**config.mk**
```make
export PLATFORM = sky130hd
export DESIGN_NAME = regfile_writeback_arbiter_flat
export DESIGN_NICKNAME = d
export VERILOG_FILES = /design/src/rtl/regfile_writeback_arbiter_if.sv /design/src/rtl/regfile_writeback_arbiter.sv /design/src/flat_wrapper.sv
export SDC_FILE = /design/constraint.sdc
export NUM_CORES = 1
export LEC_CHECK = 0
export CELL_PAD_IN_SITES_DETAIL_PLACEMENT = 1
export CELL_PAD_IN_SITES_GLOBAL_PLACEMENT = 1
export CORE_MARGIN = 4
export CORE_UTILIZATION = 26
export CTS_CLUSTER_SIZE = 28
export DETAILED_ROUTE_END_ITERATION = 8
export PLACE_DENSITY_LB_ADDON = 0.1
export SETUP_SLACK_MARGIN = 0.4
export SYNTH_ARGS = -nofsm -noshare
export SYNTH_HDL_FRONTEND = slang
export SYNTH_SLANG_ARGS = --single-unit
```
**constraint.sdc**
```tcl
create_clock -name clk -period 4.2 [get_ports clk]
set_clock_uncertainty 0.05 [all_clocks]
set_input_delay 0.42 -clock clk [delete_from_list [all_inputs] [get_ports clk]]
set_output_delay 0.42 -clock clk [all_outputs]
set_load 0.01 [all_outputs]
```
**src/rtl/regfile_writeback_arbiter_if.sv**
```systemverilog
`default_nettype none
// ============================================================================
// Module   : regfile_writeback_arbiter_if
// Brief    : Producer handshakes, decode issue, register file write port and
//            pending-write mask shared by the writeback arbiter and its users.
// Revision : 1.0 - initial release
// ============================================================================
interface regfile_writeback_arbiter_if #(
    parameter int NUM_REGS   = 16,
    parameter int DATA_WIDTH = 32
);
    localparam int SEL_W = $clog2(NUM_REGS);

    logic                  alu_valid;
    logic [SEL_W-1:0]      alu_sel;
    logic [DATA_WIDTH-1:0] alu_data;

    logic                  ld_valid;
    logic                  ld_ready;
    logic [SEL_W-1:0]      ld_sel;
    logic [DATA_WIDTH-1:0] ld_data;

    logic                  md_valid;
    logic                  md_ready;
    logic [SEL_W-1:0]      md_sel;
    logic [DATA_WIDTH-1:0] md_data;

    logic                  issue_en;
    logic [SEL_W-1:0]      issue_sel;

    logic                  write_en;
    logic [SEL_W-1:0]      write_sel;
    logic [DATA_WIDTH-1:0] write_data;
    logic [NUM_REGS-1:0]   busy;

    // Producers and decode side
    modport master (
        output alu_valid, alu_sel, alu_data,
        output ld_valid, ld_sel, ld_data,
        input  ld_ready,
        output md_valid, md_sel, md_data,
        input  md_ready,
        output issue_en, issue_sel,
        input  write_en, write_sel, write_data, busy
    );

    // Arbiter side
    modport slave (
        input  alu_valid, alu_sel, alu_data,
        input  ld_valid, ld_sel, ld_data,
        output ld_ready,
        input  md_valid, md_sel, md_data,
        output md_ready,
        input  issue_en, issue_sel,
        output write_en, write_sel, write_data, busy
    );
endinterface
`default_nettype wire

```
**src/rtl/regfile_writeback_arbiter.sv**
```systemverilog
`default_nettype none
// ============================================================================
// Module   : regfile_writeback_arbiter
// Brief    : Merges ALU, load and mul/div results onto the single register
//            file write port (ALU fixed priority, ld/md round-robin).
//            Optional pending-write scoreboard: REGFILE_WB_SCOREBOARD_EN.
// Revision : 1.0 - initial release
// ============================================================================
module regfile_writeback_arbiter #(
    parameter int NUM_REGS   = 16,
    parameter int DATA_WIDTH = 32
) (
    input  wire logic                  clk,
    input  wire logic                  rst_n,
    regfile_writeback_arbiter_if.slave io_wb
);
    localparam int               SEL_W = $clog2(NUM_REGS);
    localparam logic [SEL_W-1:0] c_R0  = '0;

    // Set after a load grant so the next tie goes to mul/div
    logic                  r_rr_md_first;
    logic                  r_write_en;
    logic [SEL_W-1:0]      r_write_sel;
    logic [DATA_WIDTH-1:0] r_write_data;

    logic                  w_ld_grant;
    logic                  w_md_grant;
    logic                  w_xfer;
    logic                  w_commit;
    logic [SEL_W-1:0]      w_sel;
    logic [DATA_WIDTH-1:0] w_data;

    // Grant depends only on valids and the pointer, never on payload
    always_comb begin
        w_ld_grant = 1'b0;
        w_md_grant = 1'b0;
        if (!io_wb.alu_valid) begin
            if (io_wb.ld_valid && io_wb.md_valid) begin
                w_ld_grant = !r_rr_md_first;
                w_md_grant = r_rr_md_first;
            end else begin
                w_ld_grant = io_wb.ld_valid;
                w_md_grant = io_wb.md_valid;
            end
        end
    end

    assign io_wb.ld_ready = w_ld_grant;
    assign io_wb.md_ready = w_md_grant;

    always_comb begin
        w_sel  = io_wb.alu_sel;
        w_data = io_wb.alu_data;
        if (w_ld_grant) begin
            w_sel  = io_wb.ld_sel;
            w_data = io_wb.ld_data;
        end else if (w_md_grant) begin
            w_sel  = io_wb.md_sel;
            w_data = io_wb.md_data;
        end
    end

    assign w_xfer   = io_wb.alu_valid || w_ld_grant || w_md_grant;
    // r0 writes complete the handshake but never reach the register file
    assign w_commit = w_xfer && (w_sel != c_R0);

    always_ff @(posedge clk or negedge rst_n) begin
        if (!rst_n) begin
            r_rr_md_first <= 1'b0;
        end else if (w_ld_grant) begin
            r_rr_md_first <= 1'b1;
        end else if (w_md_grant) begin
            r_rr_md_first <= 1'b0;
        end
    end

    always_ff @(posedge clk or negedge rst_n) begin
        if (!rst_n) begin
            r_write_en   <= 1'b0;
            r_write_sel  <= '0;
            r_write_data <= '0;
        end else begin
            r_write_en <= w_commit;
            if (w_commit) begin
                r_write_sel  <= w_sel;
                r_write_data <= w_data;
            end
        end
    end

    assign io_wb.write_en   = r_write_en;
    assign io_wb.write_sel  = r_write_sel;
    assign io_wb.write_data = r_write_data;

`ifdef REGFILE_WB_SCOREBOARD_EN
    logic [NUM_REGS-1:0] r_busy;
    logic [NUM_REGS-1:0] w_set;
    logic [NUM_REGS-1:0] w_clr;

    for (genvar gi = 0; gi < NUM_REGS; gi++) begin : g_sb
        assign w_set[gi] = (gi != 0) && io_wb.issue_en && (io_wb.issue_sel == SEL_W'(gi));
        assign w_clr[gi] = r_write_en && (r_write_sel == SEL_W'(gi));
    end

    // Set overrides clear so a re-issue in the write cycle stays pending
    always_ff @(posedge clk or negedge rst_n) begin
        if (!rst_n) begin
            r_busy <= '0;
        end else begin
            r_busy <= (r_busy & ~w_clr) | w_set;
        end
    end

    assign io_wb.busy = r_busy;
`else
    logic w_unused_issue;
    assign w_unused_issue = &{1'b0, io_wb.issue_en, io_wb.issue_sel};
    assign io_wb.busy     = '0;
`endif

endmodule
`default_nettype wire

```
**src/flat_wrapper.sv**
```systemverilog
// flat-port wrapper written by rule: the top's interface ports become plain ports
module regfile_writeback_arbiter_flat 
#(
    parameter int NUM_REGS   = 16,
    parameter int DATA_WIDTH = 32
)
  (clk, rst_n, io_wb_alu_valid, io_wb_alu_sel, io_wb_alu_data, io_wb_ld_valid, io_wb_ld_sel, io_wb_ld_data, io_wb_ld_ready, io_wb_md_valid, io_wb_md_sel, io_wb_md_data, io_wb_md_ready, io_wb_issue_en, io_wb_issue_sel, io_wb_write_en, io_wb_write_sel, io_wb_write_data, io_wb_busy);
  regfile_writeback_arbiter_if #(.NUM_REGS(NUM_REGS), .DATA_WIDTH(DATA_WIDTH)) io_wb_i ();
  input  wire logic clk;
  input  wire logic rst_n;
  input wire logic [$bits(io_wb_i.alu_valid)-1:0] io_wb_alu_valid;
  input wire logic [$bits(io_wb_i.alu_sel)-1:0] io_wb_alu_sel;
  input wire logic [$bits(io_wb_i.alu_data)-1:0] io_wb_alu_data;
  input wire logic [$bits(io_wb_i.ld_valid)-1:0] io_wb_ld_valid;
  input wire logic [$bits(io_wb_i.ld_sel)-1:0] io_wb_ld_sel;
  input wire logic [$bits(io_wb_i.ld_data)-1:0] io_wb_ld_data;
  output wire logic [$bits(io_wb_i.ld_ready)-1:0] io_wb_ld_ready;
  input wire logic [$bits(io_wb_i.md_valid)-1:0] io_wb_md_valid;
  input wire logic [$bits(io_wb_i.md_sel)-1:0] io_wb_md_sel;
  input wire logic [$bits(io_wb_i.md_data)-1:0] io_wb_md_data;
  output wire logic [$bits(io_wb_i.md_ready)-1:0] io_wb_md_ready;
  input wire logic [$bits(io_wb_i.issue_en)-1:0] io_wb_issue_en;
  input wire logic [$bits(io_wb_i.issue_sel)-1:0] io_wb_issue_sel;
  output wire logic [$bits(io_wb_i.write_en)-1:0] io_wb_write_en;
  output wire logic [$bits(io_wb_i.write_sel)-1:0] io_wb_write_sel;
  output wire logic [$bits(io_wb_i.write_data)-1:0] io_wb_write_data;
  output wire logic [$bits(io_wb_i.busy)-1:0] io_wb_busy;
  assign io_wb_i.alu_valid = io_wb_alu_valid;
  assign io_wb_i.alu_sel = io_wb_alu_sel;
  assign io_wb_i.alu_data = io_wb_alu_data;
  assign io_wb_i.ld_valid = io_wb_ld_valid;
  assign io_wb_i.ld_sel = io_wb_ld_sel;
  assign io_wb_i.ld_data = io_wb_ld_data;
  assign io_wb_ld_ready = io_wb_i.ld_ready;
  assign io_wb_i.md_valid = io_wb_md_valid;
  assign io_wb_i.md_sel = io_wb_md_sel;
  assign io_wb_i.md_data = io_wb_md_data;
  assign io_wb_md_ready = io_wb_i.md_ready;
  assign io_wb_i.issue_en = io_wb_issue_en;
  assign io_wb_i.issue_sel = io_wb_issue_sel;
  assign io_wb_write_en = io_wb_i.write_en;
  assign io_wb_write_sel = io_wb_i.write_sel;
  assign io_wb_write_data = io_wb_i.write_data;
  assign io_wb_busy = io_wb_i.busy;
  regfile_writeback_arbiter #(.NUM_REGS(NUM_REGS), .DATA_WIDTH(DATA_WIDTH)) u_core (.clk(clk), .rst_n(rst_n), .io_wb(io_wb_i));
endmodule
```
=== Word-level counts from Yosys, hierarchy flattened ===
Index checks and enable logic that the tools add are counted.

* Mux-type cells: 10
* Reductions and logical operators: 7

{| class="wikitable"
|+ Operators with widths
! cell !! number
|-
| 32-bit two-way mux || 2
|-
| 4-bit two-way mux || 2
|-
| 1-bit two-way mux || 6
|-
| 4-bit nonzero test || 1
|-
| 1-bit logical AND || 2
|-
| 1-bit logical OR || 2
|-
| 2-bit nonzero test || 1
|-
| 1-bit logical NOT || 1
|}

* Bits in registers: 38
* Output and inout bits: 55

=== Logic depth before layout (Yosys ltp) ===
* Depth after elaboration: 7
* Depth in mapped cells: 8

=== Worst setup path after synthesis ===
OpenSTA, ideal clock, no wires.

* Path kind: register to register
* Start: reg u_core.r_rr_md_first
* End: reg u_core.r_write_data[0], in the netlist u_core.io_wb.write_data[0]
* Library setup time: 125 ps
* Arrival: 2093 ps
* Required time: 4025 ps
* Setup slack: 1932 ps
* Stages on the path, launching flop included: 9
* Buffers on the path: 2
* Cells stage by stage: dfrtp_1 > and2b_1 > or2_2 > buf_2 > inv_2 > o211a_1 > a41oi_4 > buf_6 > mux2_4

* Word-level cells in the longest chain between the ends: 6
* Elaborated cells between the ends (all ways): 13

{| class="wikitable"
|+ RTL lines
! element !! RTL line !! RTL
|-
| start: declaration || regfile_writeback_arbiter.sv:21 || <nowiki>logic r_rr_md_first;</nowiki>
|-
| start signal: assignment || regfile_writeback_arbiter.sv:69 || <nowiki>r_rr_md_first <= 1'b0;</nowiki>
|-
| start signal: assignment || regfile_writeback_arbiter.sv:71 || <nowiki>r_rr_md_first <= 1'b1;</nowiki>
|-
| start signal: assignment || regfile_writeback_arbiter.sv:73 || <nowiki>r_rr_md_first <= 1'b0;</nowiki>
|-
| 1-bit two-way mux / 1-bit logical NOT (equally long branches) || regfile_writeback_arbiter.sv:38, regfile_writeback_arbiter.sv:39 ||
|-
| 1-bit two-way mux, on equally long branches || regfile_writeback_arbiter.sv:37, regfile_writeback_arbiter.sv:38 ||
|-
| 4-bit two-way mux / 1-bit two-way mux (equally long branches) || regfile_writeback_arbiter.sv:57, regfile_writeback_arbiter.sv:37 ||
|-
| 4-bit two-way mux / 1-bit logical OR (equally long branches) || regfile_writeback_arbiter.sv:54, regfile_writeback_arbiter.sv:63 ||
|-
| 4-bit nonzero test / 1-bit logical OR (equally long branches) || regfile_writeback_arbiter.sv:65, regfile_writeback_arbiter.sv:63 ||
|-
| 1-bit logical AND || regfile_writeback_arbiter.sv:65 || <nowiki>assign w_commit = w_xfer && (w_sel != c_R0);</nowiki>
|-
| end signal: assignment || regfile_writeback_arbiter.sv:86 || <nowiki>r_write_data <= w_data;</nowiki>
|-
| end: declaration || regfile_writeback_arbiter.sv:24 || <nowiki>logic [DATA_WIDTH-1:0] r_write_data;</nowiki>
|}

Parallel ways exist; a longest one is shown, timed or not.
A chain may end at the register's enable or synchronous reset.

=== Final worst setup path ===
* Start: in io_wb_ld_valid
* End: out io_wb_ld_ready

* Word-level cells in the longest chain between the ends: 3

{| class="wikitable"
|+ RTL lines
! element !! RTL line !! RTL
|-
| start: declaration || flat_wrapper.sv:14 || <nowiki>input wire logic [$bits(io_wb_i.ld_valid)-1:0] io_wb_ld_valid;</nowiki>
|-
| 1-bit logical AND || regfile_writeback_arbiter.sv:38 || <nowiki>if (io_wb.ld_valid && io_wb.md_valid) begin</nowiki>
|-
| 1-bit two-way mux (*) || regfile_writeback_arbiter.sv:38 ||
|-
| 1-bit two-way mux (*) || regfile_writeback_arbiter.sv:37 || <nowiki>if (!io_wb.alu_valid) begin</nowiki>
|-
| end: declaration || flat_wrapper.sv:17 || <nowiki>output wire logic [$bits(io_wb_i.ld_ready)-1:0] io_wb_ld_ready;</nowiki>
|}

Every way passes the cells marked *; elsewhere a longest branch is shown, timed or not.

==> Implementation_results.wiki <==
{| class="wikitable"
! Metric !! Value
|-
| Most frequent cell after synthesis || nand2_1
|-
| Unique masters post-synth || 31
|-
| Worst reg2reg path depth || 7
|-
| Status || finished, final reports clean
|-
| Area enclosed by the die boundary || 11240 µm²
|-
| Count of endpoints failing setup in the final report || 0
|-
| Sum of overflow across all layers after global routing || 0
|-
| Critical Path Fanout Max || 34
|-
| Biggest area contributors in the synthesized netlist || dfrtp_1 (38%), mux2_4 (15%), nand2_1 (10%), a31oi_1 (8.0%), nor2_1 (5.1%)
|-
| Number of synthesized register bits || 38
|-
| Routability congestion estimate from global placement || 0.7719
|-
| Count of standard-cell rows || 35
|-
| Number of warnings printed during yosys synthesis || 0
|-
| Hold Violations, Final || 0
|-
| Chip height || 106.0 µm
|-
| Reg-to-Reg Start || u_core.r_rr_md_first
|-
| Post-Syn Instances || around 280
|-
| Via total after detailed routing || ~2500
|-
| Largest buffer count on any clock path || 2
|-
| Wirelength, routed || 8514 µm
|-
| Data arrival at the endpoint of the critical path || 2.33 ns
|-
| Yosys top cell area share || 38.06%
|-
| Number of global-route vias before repair || 2624
|-
| Clock-pin slew on the worst setup and hold paths || ~0.070 ns
|-
| Syn_area_per_cell || 9.086 µm²
|-
| Number of design-rule violations left by the first detailed-router iteration || just under 60
|-
| Type of origin of the critical path || primary input
|-
| DIE WIDTH || 106.0 µm
|-
| Remaining design rule violation count || 0
|-
| Endpoint of the most critical register-to-register path || u_core.io_wb.write_data[1]
|-
| Post-DR vias/cell || 4.522
|-
| Post-CTS Hold Buffers || 0
|-
| Pin count of the biggest net entering global routing || 39
|-
| Final hold slack || just over 0.2 ns
|-
| Minimum setup slack among reg-to-reg paths || around 1.8 ns
|-
| Detailed-placement wirelength estimate || about 6400 µm
|-
| Proportion of layout cells with a drive suffix above 1 || 12.41%
|-
| Final cycle utilization of the critical path || 66.60%
|-
| Cts repair resizes || 0
|-
| Number of buffers added by the clock tree synthesis step || 5
|-
| Library cell used as clock root buffer || clkbuf_8
|-
| Total negative slack for setup checks || 0 ns
|-
| DRT antenna net count || 0
|-
| Slew @ Worst Pin || 0.8807 ns
|-
| Final nets || ~540
|-
| Final period demand of the worst path || 2.797 ns
|-
| Standby leakage power || 1.801 nW
|-
| Place WS || roughly 1.1 ns
|-
| Most instantiated cells after synthesis || nand2_1 (68), dfrtp_1 (38), nor2_1 (34)
|-
| Core area || ~9300 µm²
|-
| Number of antenna violations at the first check in global routing || 0
|-
| Maximum level of the CTS H-tree || 2
|-
| Effective utilization at floorplan || 26.91%
|-
| Synth-to-layout area growth || 65.60%
|-
| Max-cap violations || 0
|-
| Diodes inserted || 0
|-
| Clock insertion delay at the later pin of the skew report || 0.29 ns
|-
| Biggest area consumer among synthesized cells || dfrtp_1
|-
| Clock tree from TritonCTS || yes
|-
| Worst VDD drop || 0.0001198 V
|-
| Post-Synthesis Cell Area || 2499 µm²
|-
| Sequential-to-total area share from yosys stat || 38.06%
|-
| Count of final max-slew check failures || 0
|-
| Post-synth ARST share || 100.0%
|-
| Startpoint-to-endpoint class of the critical path || in -> out
|-
| Final routed wire length divided by cell count || 15.54 µm
|-
| Most common flop cell mapped by yosys || dfrtp_1
|-
| Worst slew margin relative to its limit || around two fifths
|-
| Global-route wire length before repair || 13470 µm
|-
| Capturing element type of the critical path || primary output
|-
| Number of clock sinks || 38
|-
| Number of top-level design ports || 173
|-
| Req. time, crit path || 3.73 ns
|-
| Placed Area || roughly 4100 µm²
|-
| Worst Setup Slack, final || 1.403 ns
|-
| Overall power after layout || 0.001180 W
|-
| Count of TritonRoute iterations in the first routing pass || 4
|-
| Power density cells || about 290 nW/µm²
|-
| Area of all placed cells without fillers || 4138 µm²
|-
| Maximum operating frequency || 357.5 MHz
|-
| Count of buffers added by post-CTS timing repair for setup || 0
|-
| Number of synthesized flops with an enable pin || 0
|-
| Buffers on Ports || around 150
|-
| RSZ-0062 raised after global routing || false
|-
| GR Util All Layers || 14.99%
|-
| Hold crit path type || in -> async
|}
-- worst max-delay path by stage --
| stage | slack (ns) | cells after the start | end | startpoint |
|---|---|---|---|---|
| 3_3_place_gp | 1.15 | 7 | u_core.io_wb.write_data[8] | io_wb_md_valid |
| 2_1_floorplan | 1.93 | 8 | u_core.io_wb.write_data[0] | u_core.r_rr_md_first |
| 3_5_place_dp | 1.10 | 7 | u_core.io_wb.write_data[1] | io_wb_md_valid |
| 4_1_cts | 1.34 | 5 | io_wb_ld_ready | io_wb_ld_valid |
| 5_1_grt | 1.18 | 5 | io_wb_ld_ready | io_wb_ld_valid |
| 6_report | 1.40 | 5 | io_wb_ld_ready | io_wb_ld_valid |
-- power by group --
part | switching, W | total [W] | internal, W
logic | 0.000184 | 0.000476 | 0.000292
clock network | 0.000124 | 0.000250 | 0.000127
registers | 0.0000314 | 0.000454 | 0.000422
total | 0.000340 | 0.00118 | 0.000841
-- cells in the final DEF (no fill, tap or decap), types with 3 or more instances in the layout --
cell type	n
a31oi_1	32
buf_4	5
clkbuf_8	6
clkdlybuf4s50_1	150
conb_1	16
dfrtp_1	38
inv_1	6
mux2_2	7
mux2_4	25
nand2_1	67
nor2_1	34
o211ai_1	5
o21ai_0	7
o32a_1	3
-- cell type report --
| class | instances | area (µm²) |
|---|---|---|
| inverter | 7 | 26.28 |
| timing repair buffer | 156 | 1544 |
| fill | 1090 | 5146 |
| clock buffer | 6 | 82.58 |
| sequential | 38 | 950.9 |
| tap | 129 | 161.4 |
| multi-input combinational | 212 | 1373 |
-- cells by family after synthesis --
family | after synthesis | share of synthesized area [%]
AO/OA/AOI/OAI | 55 | 16.88
buffers and inverters | 40 | 9.364
flip-flops | 38 | 38.06
multiplexers | 32 | 18.18
other | 1 | 0.1501
AND/OR/NAND/NOR | 109 | 17.38
-- metrics by stage --
| step | util, % | cells |
|---|---|---|
| after floorplan | - | 290 |
| after global routing | 44.57 | 548 |
| final | 44.57 | 548 |
| after detailed placement | 43.68 | 542 |
| after global placement | 43.68 | 542 |
| after CTS | 44.57 | 548 |
-- critical path, stage by stage --
cell and delay [ns]:
clkdlybuf4s50_1 0.56, nor2b_1 0.23, nand2_2 0.40, inv_1 0.14
clkdlybuf4s50_1 0.57
-- sequential cells by signal, indices dropped and copies added (netlist names) --
name / count
u_core.io_wb.write_en: 1
u_core.io_wb.write_sel: 4
u_core.r_rr_md_first: 1
u_core.io_wb.write_data: 32
-- metal layers --
metal	track usage (%)	vias to the layer above	share of wire [%]
met5	0	-	0
met4	3.238	0	0.97
met3	6.072	8	10
met2	25.27	109	47
met1	17.99	1161	42
li1	-	1200	-
Note: power is estimated with default switching activity, not from simulation.
